$ cat src/rtl/cellram_pkg.sv
// Shared types and timing constants for the cellular RAM controller.
//   state_e     : controller FSM states
//   T_ACCESS_NS : RAM async access time (tAA / tWC) in ns
//   CLK_NS      : default system clock period in ns
//   min_cycles  : smallest whole number of clocks covering a time in ns
package cellram_pkg;

  typedef enum logic [1:0] {
    StIdle,
    StRd,
    StWr,
    StRecover
  } state_e;

  localparam int unsigned T_ACCESS_NS = 70;
  localparam int unsigned CLK_NS      = 10;

  function automatic int unsigned min_cycles(input int unsigned ns, input int unsigned clk_ns);
    return (ns + clk_ns - 1) / clk_ns;
  endfunction

endpackage

$ cat src/rtl/cellram_ctrl.sv
// Asynchronous-mode controller for a 16-bit cellular RAM (PSRAM).
// Turns a single-word req/ready handshake into timed CE#/OE#/WE#/LB#/UB# strobes.
// All pin-side outputs come straight from flops, so strobes are glitch-free.
// Ports:
//   clk, rst_n             : clock, synchronous active-low reset
//   req, we, addr, wdata, be : request (sampled while ready=1)
//   ready                  : idle, next req edge is accepted
//   rdata, rvalid          : read data (held) and one-cycle completion pulse
//   ram_clk/adv_n/cre      : tied low (async mode)
//   ram_ce_n/oe_n/we_n/lb_n/ub_n : RAM strobes, active low
//   mem_adr, mem_db_o, mem_db_oe, mem_db_i : address, data pad out/enable/in
module cellram_ctrl
  import cellram_pkg::*;
#(
  parameter int unsigned ADDR_W         = 23,
  parameter int unsigned DATA_W         = 16,
  parameter int unsigned READ_CYCLES    = 8,
  parameter int unsigned WRITE_CYCLES   = 8,
  parameter int unsigned RECOVER_CYCLES = 2,
  parameter int unsigned CLK_PERIOD_NS  = CLK_NS
) (
  input  logic              clk,
  input  logic              rst_n,
  input  logic              req,
  input  logic              we,
  input  logic [ADDR_W-1:0] addr,
  input  logic [DATA_W-1:0] wdata,
  input  logic [1:0]        be,
  output logic              ready,
  output logic [DATA_W-1:0] rdata,
  output logic              rvalid,
  output logic              ram_clk,
  output logic              ram_adv_n,
  output logic              ram_cre,
  output logic              ram_ce_n,
  output logic              ram_oe_n,
  output logic              ram_we_n,
  output logic              ram_lb_n,
  output logic              ram_ub_n,
  output logic [ADDR_W-1:0] mem_adr,
  output logic [DATA_W-1:0] mem_db_o,
  output logic              mem_db_oe,
  input  logic [DATA_W-1:0] mem_db_i
);

  // Elaboration-time guard against strobe widths shorter than the RAM access time.
  if (READ_CYCLES < min_cycles(T_ACCESS_NS, CLK_PERIOD_NS)) begin : g_rd_too_short
    $error("READ_CYCLES too small for the RAM access time");
  end
  if (WRITE_CYCLES < min_cycles(T_ACCESS_NS, CLK_PERIOD_NS)) begin : g_wr_too_short
    $error("WRITE_CYCLES too small for the RAM write cycle time");
  end
  if (RECOVER_CYCLES < 1) begin : g_rec_too_short
    $error("RECOVER_CYCLES must be at least 1");
  end

  localparam int unsigned MaxRw     = (READ_CYCLES > WRITE_CYCLES) ? READ_CYCLES : WRITE_CYCLES;
  localparam int unsigned MaxCycles = (MaxRw > RECOVER_CYCLES) ? MaxRw : RECOVER_CYCLES;
  localparam int unsigned CntW      = (MaxCycles > 1) ? $clog2(MaxCycles) : 1;

  localparam logic [CntW-1:0] RdLast  = CntW'(READ_CYCLES - 1);
  localparam logic [CntW-1:0] WrLast  = CntW'(WRITE_CYCLES - 1);
  localparam logic [CntW-1:0] RecLast = CntW'(RECOVER_CYCLES - 1);

  state_e              state_q;
  logic [CntW-1:0]     cnt_q;
  logic                ready_q;
  logic [DATA_W-1:0]   rdata_q;
  logic                rvalid_q;
  logic                ce_n_q, oe_n_q, we_n_q, lb_n_q, ub_n_q;
  logic [ADDR_W-1:0]   adr_q;
  logic [DATA_W-1:0]   db_o_q;
  logic                db_oe_q;

  always_ff @(posedge clk) begin
    if (!rst_n) begin
      state_q  <= StIdle;
      cnt_q    <= '0;
      ready_q  <= 1'b1;
      rdata_q  <= '0;
      rvalid_q <= 1'b0;
      ce_n_q   <= 1'b1;
      oe_n_q   <= 1'b1;
      we_n_q   <= 1'b1;
      lb_n_q   <= 1'b1;
      ub_n_q   <= 1'b1;
      adr_q    <= '0;
      db_o_q   <= '0;
      db_oe_q  <= 1'b0;
    end else begin
      rvalid_q <= 1'b0;
      unique case (state_q)
        StIdle: begin
          if (req) begin
            adr_q   <= addr;
            db_o_q  <= wdata;
            lb_n_q  <= ~be[0];
            ub_n_q  <= ~be[1];
            ce_n_q  <= 1'b0;
            cnt_q   <= '0;
            ready_q <= 1'b0;
            if (we) begin
              state_q <= StWr;
              we_n_q  <= 1'b0;
              db_oe_q <= 1'b1;
            end else begin
              state_q <= StRd;
              oe_n_q  <= 1'b0;
            end
          end
        end
        StRd: begin
          if (cnt_q == RdLast) begin
            rdata_q  <= mem_db_i;
            rvalid_q <= 1'b1;
            ce_n_q   <= 1'b1;
            oe_n_q   <= 1'b1;
            lb_n_q   <= 1'b1;
            ub_n_q   <= 1'b1;
            cnt_q    <= '0;
            state_q  <= StRecover;
          end else begin
            cnt_q <= cnt_q + CntW'(1);
          end
        end
        StWr: begin
          // Pad released on the same edge WE# rises: the RAM needs no data hold.
          if (cnt_q == WrLast) begin
            we_n_q  <= 1'b1;
            ce_n_q  <= 1'b1;
            lb_n_q  <= 1'b1;
            ub_n_q  <= 1'b1;
            db_oe_q <= 1'b0;
            cnt_q   <= '0;
            state_q <= StRecover;
          end else begin
            cnt_q <= cnt_q + CntW'(1);
          end
        end
        StRecover: begin
          if (cnt_q == RecLast) begin
            ready_q <= 1'b1;
            cnt_q   <= '0;
            state_q <= StIdle;
          end else begin
            cnt_q <= cnt_q + CntW'(1);
          end
        end
        default: begin
          state_q <= StIdle;
          cnt_q   <= '0;
        end
      endcase
    end
  end

  assign ready     = ready_q;
  assign rdata     = rdata_q;
  assign rvalid    = rvalid_q;
  assign ram_clk   = 1'b0;
  assign ram_adv_n = 1'b0;
  assign ram_cre   = 1'b0;
  assign ram_ce_n  = ce_n_q;
  assign ram_oe_n  = oe_n_q;
  assign ram_we_n  = we_n_q;
  assign ram_lb_n  = lb_n_q;
  assign ram_ub_n  = ub_n_q;
  assign mem_adr   = adr_q;
  assign mem_db_o  = db_o_q;
  assign mem_db_oe = db_oe_q;

endmodule

$ cat config.mk
export PLATFORM = sky130hd
export DESIGN_NAME = cellram_ctrl
export DESIGN_NICKNAME = d
export VERILOG_FILES = /design/src/rtl/cellram_pkg.sv /design/src/rtl/cellram_ctrl.sv
export SDC_FILE = /design/constraint.sdc
export NUM_CORES = 1
export LEC_CHECK = 0
export BUFFER_PORTS_ARGS = -buffer_cell sky130_fd_sc_hd__buf_2
export CAP_MARGIN = 0
export CORE_MARGIN = 2
export CORE_UTILIZATION = 40
export CTS_CLUSTER_SIZE = 20
export DETAILED_ROUTE_END_ITERATION = 7
export HOLD_SLACK_MARGIN = 0.08
export PLACE_DENSITY = 0.73
export SLEW_MARGIN = 10
export SYNTH_ARGS = -nofsm -noshare
export SYNTH_HDL_FRONTEND = slang
export SYNTH_SLANG_ARGS = --single-unit
$ cat constraint.sdc
create_clock -name clk -period 1.66 [get_ports clk]
set_clock_uncertainty 0.2 [all_clocks]
set_input_delay 0.083 -clock clk [delete_from_list [all_inputs] [get_ports clk]]
set_output_delay 0.083 -clock clk [all_outputs]
set_load 0.02 [all_outputs]
* After elaboration in Yosys (flattened, before gate mapping) *
Index checks and enable logic that the tools add are counted.

operators by class
  add/sub/neg operators = 1
  eq/ne operators = 12
  multiplexer cells = 29
  bitwise logic cells = 2
  reductions and logical operators = 14

operators with widths
  cell                                                 number
  one-hot mux 1 bit (2 select lines)                   7
  two-way mux 1 bit                                    13
  != test 2 bit, second input constant                 6
  two-way mux 3 bit                                    3
  one-hot mux 3 bit (3 select lines)                   1
  AND reduction 3 bit                                  3
  two-way mux 2 bit                                    4
  AND reduction 4 bit                                  2
  nonzero test 2 bit                                   4
  one-hot mux 2 bit (3 select lines)                   1
  AND reduction 2 bit                                  3
  equality test 2 bit, second input constant           2
  adder 3 x 1 -> 3 bit, second input constant          1
  equality test 3 x 1 -> 1 bit, second input constant  1
  equality test 3 bit, second input constant           1
  equality test 2 x 1 -> 1 bit, second input constant  1
  zero test 2 bit                                      1
  != test 2 x 1 -> 1 bit, second input constant        1
  inverter 1 bit                                       2
  OR reduction 2 bit                                   1

word-level totals
  bits in registers = 68
  input bits = 61

* Depth between registers and ports, before layout *
Gate-level depths: netlist of run 1.

  depth in word-level cells = 4
  mapped depth = 7

* Least setup slack after synthesis of run 1 *
Ideal clock, no wire load.

  kind = reg-to-reg
  start point = register state_q[0]
  end point = register state_q[1]
  library setup time = 0.119 ns
  arrival = 1.423 ns
  slack = -0.081 ns
  stages on the path, launching flop included = 6
  buffers on the path = 0
  period minus slack after synthesis = 1.741 ns
  cells stage by stage = dfxtp_1 -> inv_1 -> ha_1 -> nor2b_1 -> a211oi_1 -> o221a_2

between the ends
  word-level cells in the longest chain between the ends = 4
  elaborated cells on any way between the ends = 10
  classes of those cells = eq/ne (6); mux (1); reduce/logical (3)

RTL lines
  element                                                              RTL line             source
  start: declaration                                                   cellram_ctrl.sv:65   state_e state_q;
  start signal: assignment                                             cellram_ctrl.sv:77   state_q <= StIdle;
  start signal: assignment                                             cellram_ctrl.sv:103  state_q <= StWr;
  start signal: assignment                                             cellram_ctrl.sv:107  state_q <= StRd;
  equality test 2 bit or equality test 2 x 1 -> 1 bit (tied branches)  cellram_ctrl.sv:92   unique case (state_q)
  OR reduction 2 bit (no line)                                         n/a
  != test 2 x 1 -> 1 bit (no line)                                     n/a
  AND reduction 3 bit (no line)                                        n/a

Parallel ways exist; a longest one is shown, timed or not.
A chain may end at the register's enable or synchronous reset.

* Worst setup path in the final report of run 1 *
  start point = register cnt_q[0]
  end point = register state_q[0]

between the ends
  word-level cells in the longest chain between the ends = 3
  elaborated cells on any way between the ends = 5
  classes of those cells = eq/ne (4); reduce/logical (1)

RTL lines
  element                                                              RTL line                                                       source
  start: declaration                                                   cellram_ctrl.sv:66                                             logic [CntW-1:0] cnt_q;
  start signal: assignment                                             cellram_ctrl.sv:123                                            cnt_q <= cnt_q + CntW'(1);
  start signal: assignment                                             cellram_ctrl.sv:137                                            cnt_q <= cnt_q + CntW'(1);
  start signal: assignment                                             cellram_ctrl.sv:146                                            cnt_q <= cnt_q + CntW'(1);
  equality test 3 x 1 -> 1 bit or equality test 3 bit (tied branches)  cellram_ctrl.sv:141, cellram_ctrl.sv:113, cellram_ctrl.sv:128
  != test 2 bit (no line) or != test 2 x 1 -> 1 bit (tied branches)    n/a
  AND reduction 3 bit (no line) *                                      n/a
  end signal: assignment                                               cellram_ctrl.sv:135                                            state_q <= StRecover;
  end signal: assignment                                               cellram_ctrl.sv:144                                            state_q <= StIdle;
  end signal: assignment                                               cellram_ctrl.sv:150                                            state_q <= StIdle;

Every way passes the cells marked *; elsewhere a longest branch is shown, timed or not.

==> results of run 1 <==
[logic make-up after synthesis]
logic type	synth area share, %
adder cells (fa/ha/maj)	3.17
AND/OR/NAND/NOR	19.2
AO/OA/AOI/OAI	22.2
multiplexers	0.363
other	0.136
buffers and inverters	5.62
flip-flops	49.3
[through the flow]
| step | hold WS, ns | power (W) | TNS (ns) | cells | util (%) |
|---|---|---|---|---|---|
| 6_report | 0.252 | 0.00513 | 0 | 595 | 65.4 |
| 3_5_place_dp | 0.0767 | 0.00371 | -0.181 | 518 | 52.6 |
| 4_1_cts | 0.259 | 0.00506 | 0 | 593 | 64.3 |
| 2_1_floorplan | -0.0183 | 0.00313 | 0 | 323 | - |
| 3_3_place_gp | 0.0783 | 0.00367 | 0 | 518 | 52.6 |
| 5_1_grt | 0.277 | 0.00546 | -0.0169 | 595 | 65.4 |
[repair_timing]
| action | CTS | global route |
|---|---|---|
| endpoints found under the hold margin | 65 | 0 |
| hold buffers | 60 | 0 |
| setup endpoints to repair | 7 | 61 |
| gates resized for setup | 3 | 20 |
| gates cloned | 0 | 1 |
| setup buffers | 0 | 1 |
| pin swaps | 0 | 1 |
[final cells by class]
type,instances,area (sq um),share of cell area [%]
timing repair buffer,199,1400,31.9
multi-input combinational,224,1320,30.0
clock inverter,4,25.0,0.569
inverter,9,33.8,0.769
sequential,68,1360,31.0
tap,80,100,2.28
clock buffer,11,151,3.45
[layer usage]
metal / GRT usage, % / wire (um) / share of wire [%]
met1: 23.9 / 3330 / 43
met2: 36.0 / 3770 / 49
met3: 4.08 / 431 / 5.6
met4: 7.81 / 123 / 1.6
met5: 0 / 0 / 0
[state kept, by name, summed over array words and instances, names as in the netlist]
name,cells
cnt_q,3
mem_adr,23
mem_db_o,16
mem_db_oe,1
ram_ce_n,1
ram_lb_n,1
ram_oe_n,1
ram_ub_n,1
ram_we_n,1
rdata,16
ready,1
rvalid,1
state_q,2
[power groups by stage]
stage / clock (W) / combinational (W) / sequential (W)
CTS: 0.00125 / 0.00181 / 0.00200
finish: 0.00120 / 0.00192 / 0.00201
global placement: 0 / 0.00165 / 0.00202
floorplan: 0 / 0.000817 / 0.00231
global route: 0.00132 / 0.00211 / 0.00203
detailed placement: 0 / 0.00168 / 0.00203
[tightest hold or removal path, stage by stage, from the launching register on]
cell and delay (ns):
dfxtp_1 0.31, nand2_1 0.05, a21boi_1 0.05
[layout by cell type, fill, tap and decap left out, types with 2 or more instances in the layout]
master	netlist	final
a21boi_0	45	37
a21boi_1	13	20
a21oi_1	4	4
a31oi_1	2	2
and3_1	2	2
buf_12	0	4
buf_2	7	123
buf_4	6	11
clkbuf_8	0	11
clkinv_2	0	2
clkinvlp_4	0	2
conb_1	1	3
dfxtp_1	68	66
dfxtp_2	0	2
dlygate4sd3_1	0	60
ha_1	7	4
ha_4	0	2
inv_1	9	7
inv_2	0	2
nand2_1	114	114
nand3_1	2	2
nor2_1	2	2
o211ai_1	2	2
o21ai_0	4	3
o21ba_2	2	2
o221a_2	2	2
o311a_1	2	2
[final timing paths]
kind,to,slack (ns),depth (start not counted)
hold reg to reg,rdata[12],0.25,2
setup / recovery,state_q[0],0.06,5
hold / removal,rdata[12],0.25,2
setup reg to reg,state_q[0],0.06,5
==> results.json, run 1 <==
{
  "path_buf_inv": 1,
  "pre_cts_slack_ns": -0.0597,
  "synthFlopType": "dfxtp_1",
  "antenna_cells": 0,
  "start_kind": "register",
  "synth_edf_count": 0,
  "port_buffers": 123,
  "fin_area_sq_um": 4390,
  "clock_path_buffers": 2,
  "p_leak_nw": 2.02,
  "fin_crit_ns": 1.60,
  "io_pins": 127,
  "swShare_pct": 34.6,
  "grt_start_max_net_pins": 30,
  "timing.final.ws_setup_ns": 0.0637,
  "die_w_um": 87.1,
  "synth.most_common_cell": "nand2_1",
  "synth.area.top_cells": "dfxtp_1, nand2_1, a21boi_0",
  "crit_fanout": 6,
  "fillerInstances": 548,
  "p_int_w": 0.00335,
  "p_seq_share_pct": 39.1,
  "nets": 579,
  "placedInstanceArea_sq_um": 3540,
  "ys_seq_area_share_pct": 49.3,
  "drt_first_pass_iters": 4,
  "synth_top_area_share_pct": 49.3,
  "ant_nets": 0,
  "initial_core_util_pct": 41.1,
  "drt_iter0_drc": 81,
  "areaGrowthSynthToFinish_pct": 59.3,
  "die-area_sq_um": 7580,
  "required_ns": 1.68,
  "core_area_sq_um": 6720,
  "vdd_drop_max_mv": 0.588,
  "clock_latency_ns": 0.33,
  "avgViaCountPerCell": 4.81,
  "critPathLaunch": "cnt_q[0]",
  "dp_hpwl_mm": 4.80,
  "numCtsBuffers": 9,
  "synth_seq_cells": 68,
  "rr_startpoint": "cnt_q[0]",
  "wl_per_cell_um": 12.9,
  "clockRootBuffer": "clkbuf_8",
  "maxSlewViolCount": 0,
  "setup_viol": 0,
  "clkSinkCount": 68,
  "max_cap_violations": 0,
  "min_path_type": "register to register",
  "hold_viol_final": 0,
  "yosysWarnings": 0,
  "grt_pass1_vias": 2734,
  "worst_setup_path_end_kind": "register",
  "antenna_found_initial": 0,
  "power.share.clock_pct": 23.4,
  "drc_errors": 0,
  "p_per_area_nw_per_um2": 1170,
  "status": "finished clean",
  "synth.distinct_cells": 35,
  "vias": 2863,
  "syn_inst": 321,
  "slowest_stage": "dfxtp_1",
  "grt_usage_pct": 20.3,
  "die_h_um": 87.1,
  "place_congestion": 0.834,
  "finalCritPeriodShare_pct": 96.2,
  "min_from": "rdata[12]",
  "path_cells": "buf_4 > ha_1 > nand2b_4 > a22o_1 > o221a_2",
  "net-switching-power_w": 0.00178,
  "syn_area_sq_um": 2760,
  "drt_wl_total_mm": 7.66,
  "fmax_ghz": 0.626,
  "syn_area_per_cell_sq_um": 8.59,
  "clk_pin_slew_ns": 0.07,
  "synth-async-reset-ratio_pct": 0,
  "synth_largest_area_cell": "dfxtp_1",
  "grt_pass1_wl_mm": 12.2,
  "cts_max_level": 3,
  "synthTopCellsByCount": "nand2_1, dfxtp_1, a21boi_0",
  "combPwrFrac_pct": 37.5,
  "rows": 30,
  "max_stage_delay_ns": 0.34,
  "grt_overflow": 0,
  "drive_gt1_share_pct": 33.6,
  "crit_type": "register to register",
  "path_delay_family": "compound AO/OA/AOI/OAI gates",
  "cts_tree": "done",
  "cp_data_arrival_time_ns": 1.62
}
No activity file was read; power rests on OpenSTA's default activity.
==> run 2: changes to the inputs <==
--- a/config.mk
+++ b/config.mk
@@ -9,6 +9,7 @@
 export CAP_MARGIN = 0
 export CORE_MARGIN = 2
 export CORE_UTILIZATION = 40
+export CTS_BUF_LIST = sky130_fd_sc_hd__clkbuf_16
 export CTS_CLUSTER_SIZE = 20
 export DETAILED_ROUTE_END_ITERATION = 7
 export HOLD_SLACK_MARGIN = 0.08
==> run 2 against run 1 <==
Sequential power barely moved. Global-route usage rose by 0.37 points. Core utilization rose by 1.2 points. Non-clock buffer count did not move. Wire length rose by 2.6%. Maximum frequency fell by 0.53%. Cell count did not move. Critical endpoint unchanged.
==> results.json, run 2 (synthesis gave the netlist of run 1 again) <==
{
  "min_path_type": "register to register",
  "p_leak_nw": 2.06,
  "rows": 30,
  "clk_pin_slew_ns": 0.05,
  "fin_crit_ns": 1.60,
  "clkSinkCount": 68,
  "fin_area_sq_um": 4480,
  "ant_nets": 0,
  "die_h_um": 87.1,
  "clockRootBuffer": "clkbuf_16",
  "drive_gt1_share_pct": 33.2,
  "rr_worst_depth": 5,
  "hold_viol_final": 0,
  "crit_fanout": 6,
  "die_w_um": 87.1,
  "port_buffers": 123,
  "areaGrowthSynthToFinish_pct": 62.3,
  "clock_path_buffers": 2,
  "fillerInstances": 528,
  "grt_pass1_vias": 2746,
  "worst_setup_path_end_kind": "register",
  "drt_first_pass_iters": 4,
  "cp_data_arrival_time_ns": 1.62,
  "antenna_found_initial": 0,
  "grt_pass1_wl_mm": 12.3,
  "wl_per_cell_um": 13.2,
  "drt_wl_total_mm": 7.85,
  "max_cap_violations": 0,
  "nets": 579,
  "initial_core_util_pct": 41.1,
  "cts_max_level": 3,
  "io_pins": 127,
  "largest_reg_flops": 23,
  "layout_commonest_cell": "buf_2",
  "holdPathStages": 2,
  "avgViaCountPerCell": 4.78,
  "vdd_drop_max_mv": 0.593,
  "start_kind": "register",
  "core_area_sq_um": 6720,
  "die-area_sq_um": 7580,
  "antenna_cells": 0,
  "setup_viol": 0,
  "status": "finished clean",
  "drt_iter0_drc": 108,
  "finalCritPeriodShare_pct": 96.7,
  "layout_common_cells": "buf_2, nand2_1, dfxtp_1",
  "numCtsBuffers": 9,
  "placedInstanceArea_sq_um": 3540,
  "cts_tree": "done",
  "grt_start_max_net_pins": 30,
  "grt_overflow": 0,
  "grt_usage_pct": 20.7,
  "vias": 2844,
  "fin_cells": 595,
  "drc_errors": 0,
  "p_per_area_nw_per_um2": 1250,
  "crit_type": "register to register",
  "clock_latency_ns": 0.32,
  "maxSlewViolCount": 0,
  "dp_hpwl_mm": 4.80,
  "dpl.cell_count": 518,
  "place_congestion": 0.834,
  "required_ns": 1.67,
  "fmax_ghz": 0.623
}
## run 2: report_power, final
part           leakage [nW]  total, W  internal (W)  switching, W
clock                 0.122   0.00164      0.000983      0.000653
combinational          1.38   0.00193      0.000865       0.00107
sequential            0.556   0.00201       0.00188      0.000127
total                  2.06   0.00558       0.00373       0.00185
## run 2: repair_timing
action	4_1_cts	5_1_grt
endpoints found under the setup margin	7	61
hold buffers	60	0
pin swaps	0	1
endpoints found under the hold margin	63	0
cloned	0	1
gates resized for setup	3	20
setup buffers	0	1
## run 2: layer usage
metal	vias up	global-route usage (%)	part of all wire (%)
met1	1315	23.9	44
li1	1431	-	-
met5	-	0	0
met2	87	36.2	50
met4	0	9.38	1.6
met3	11	4.45	5.2
## run 2: per-stage QoR
step	setup WS [ns]	util, %	hold WS [ns]	setup TNS (ns)	total power, W
global route	-0.0227	66.6	0.273	-0.0337	0.00592
global placement	0.00960	52.6	0.0783	0	0.00367
CTS	0.000502	65.5	0.256	0	0.00550
finish	0.0552	66.6	0.250	0	0.00558
detailed placement	-0.0597	52.6	0.0767	-0.181	0.00371
floorplan	0.0111	-	-0.0183	0	0.00313
## run 2: critical path, cell delays in order, from the launching register on
cell and delay [ns]:
dfxtp_1 0.34, buf_4 0.13, ha_1 0.19, nand2b_4 0.09
a22o_1 0.27, o221a_2 0.28
## run 2: path summary, 6_finish.rpt
check | start | endpoint | slack [ns]
hold reg to reg | rdata[12] | rdata[12] | 0.25
hold / removal | rdata[12] | rdata[12] | 0.25
setup / recovery | cnt_q[0] | state_q[0] | 0.06
setup reg to reg | cnt_q[0] | state_q[0] | 0.06
## run 2: layout make-up
class / instances / area, sq um / area share, %
multi-input combinational: 224 / 1320 / 29.5
clock inverter: 6 / 32.5 / 0.727
sequential: 68 / 1360 / 30.4
tap: 80 / 100 / 2.24
inverter: 9 / 33.8 / 0.755
clock buffer: 9 / 225 / 5.03
timing repair buffer: 199 / 1400 / 31.4
==> run 3: changes to the inputs <==
==> constraint.sdc (replaced) <==
create_clock -name clk -period 1.35 [get_ports clk]
set_clock_uncertainty 0.2 [all_clocks]
set_input_delay 0.0675 -clock clk [delete_from_list [all_inputs] [get_ports clk]]
set_output_delay 0.0675 -clock clk [all_outputs]
set_load 0.02 [all_outputs]
==> run 3 against run 2 <==
The flow now finishes with violations (negative setup slack). Worst setup slack worse by 0.35 ns. Cell count grew 4.7%. Maximum frequency fell by 2.2%. Flip-flop and latch count unchanged. Register-to-register slack got worse by 0.35 ns.
==> results.json, run 3 (synthesis gave the netlist of run 1 again) <==
{
  "status": "finished with violations",
  "violations": "negative setup slack",
  "timing.final.ws_setup_ns": -0.290,
  "vias": 3149,
  "p_leak_nw": 2.59,
  "core_area_sq_um": 6720,
  "clk_pin_slew_ns": 0.05,
  "clock_latency_ns": 0.32,
  "die_h_um": 87.1,
  "fin_crit_ns": 1.64,
  "port_buffers": 123,
  "final_util_pct": 82.3,
  "hold_viol_final": 0,
  "p_per_area_nw_per_um2": 1570,
  "grt_pass1_vias": 3073,
  "layout_common_cells": "buf_2, dfxtp_1, dlygate4sd3_1",
  "initial_core_util_pct": 41.1,
  "required_ns": 1.37,
  "min_path_type": "input pin to register",
  "areaGrowthSynthToFinish_pct": 100,
  "cts_tree": "done",
  "setup_viol": 67,
  "combPwrFrac_pct": 44.6,
  "max_stage_delay_ns": 0.36,
  "rr_worst_depth": 6,
  "p_seq_share_pct": 29.5,
  "crit_type": "register to register",
  "clockRootBuffer": "clkbuf_16",
  "path_delay_family": "flip-flops",
  "p_int_w": 0.00570,
  "path_cells": "ha_4 > ha_4 > buf_12 > nand2_8 > buf_16 > o211ai_1",
  "die-area_sq_um": 7580,
  "antenna_found_initial": 0,
  "drt_first_pass_iters": 4,
  "grt_overflow": 0,
  "finalCritPeriodShare_pct": 122,
  "cp.depth": 6,
  "nets": 606,
  "start_kind": "register",
  "die_w_um": 87.1,
  "antenna_cells": 0,
  "vdd_drop_max_mv": 1.06,
  "slowest_stage": "dfxtp_4",
  "cp_common_cell": "ha_4",
  "dp_hpwl_mm": 4.87,
  "avgViaCountPerCell": 5.05,
  "rsz0062_at_grt": "true",
  "holdPathStages": 4,
  "rows": 30,
  "layout_commonest_cell": "buf_2",
  "maxSlewViolCount": 0,
  "grt_start_max_net_pins": 42,
  "grt_pass1_wl_mm": 14.2,
  "pre_cts_slack_ns": -0.190,
  "wl_per_cell_um": 17.3,
  "grt_usage_pct": 24.5,
  "power.share.clock_pct": 25.9,
  "crit_fanout": 8,
  "clock_path_buffers": 2,
  "path_buf_inv": 2,
  "clkSinkCount": 68,
  "drt_wl_total_mm": 10.7,
  "fmax_ghz": 0.610,
  "place_congestion": 0.804,
  "largest_reg_flops": 23,
  "numCtsBuffers": 9,
  "net-switching-power_w": 0.00297,
  "fillerInstances": 366,
  "drt_iter0_drc": 91,
  "cp_data_arrival_time_ns": 1.66,
  "drc_errors": 0,
  "cts_max_level": 3,
  "max_cap_violations": 0,
  "worst_setup_path_end_kind": "register",
  "io_pins": 127,
  "drive_gt1_share_pct": 55.4,
  "ant_nets": 0,
  "swShare_pct": 34.2,
  "setup_tns_ns": -9.43
}
-- run 3: through the flow --
| step | cells | instance area, sq um | hold slack, ns | total power (W) |
|---|---|---|---|---|
| 2_1_floorplan | 323 | 2880 | -0.0339 | 0.00396 |
| 3_3_place_gp | 523 | 3650 | 0.0579 | 0.00474 |
| 3_5_place_dp | 523 | 3650 | 0.0718 | 0.00479 |
| 4_1_cts | 616 | 4970 | 0.0935 | 0.00800 |
| 5_1_grt | 623 | 5530 | 0.146 | 0.00905 |
| 6_report | 623 | 5530 | 0.105 | 0.00867 |
-- run 3: final cells by class --
cell class              instances  area [sq um]  area share [%]
clock buffers                   9           225            4.07
clock inverters                 7          57.6            1.04
inverters                       9          33.8           0.611
multi-input cells             225          1860            33.6
flip-flops and latches         68          1370            24.8
well taps                      80           100            1.81
repair buffers                225          1890            34.1
-- run 3: worst paths after layout --
check | start | to | slack, ns
worst max register to register | cnt_q[0] | ram_oe_n | -0.29
worst min register to register | mem_adr[18] | mem_adr[18] | 0.25
worst max-delay path | cnt_q[0] | ram_oe_n | -0.29
worst min-delay path | req | mem_db_oe | 0.10
-- run 3: per-layer routing --
layer | part of all wire [%] | vias up | track usage (%)
met5 | 0 | - | 0
met4 | 3.6 | 0 | 11.4
met3 | 4.7 | 38 | 4.45
met2 | 55 | 123 | 45.7
met1 | 37 | 1485 | 26.5
li1 | - | 1503 | -
-- run 3: power by group through the flow --
stage	combinational (W)	clock [W]	sequential (W)
global route	0.00411	0.00237	0.00258
floorplan	0.00110	0	0.00286
global placement	0.00222	0	0.00252
CTS	0.00325	0.00225	0.00250
detailed placement	0.00226	0	0.00253
finish	0.00387	0.00225	0.00255
-- run 3: repair_timing --
| action | in CTS | in global routing |
|---|---|---|
| setup endpoints to repair | 67 | 67 |
| gates cloned | 8 | 4 |
| hold buffers | 60 | 0 |
| pin swaps | 20 | 89 |
| gates resized for setup | 67 | 132 |
| setup buffers | 9 | 5 |
| hold endpoints to repair | 67 | 0 |
-- run 3: worst register-to-register path, cell delays in order, from the launching register on --
cell,delay (ns)
dfxtp_4,0.36
ha_4,0.14
ha_4,0.19
buf_12,0.12
nand2_8,0.07
buf_16,0.16
o211ai_1,0.28
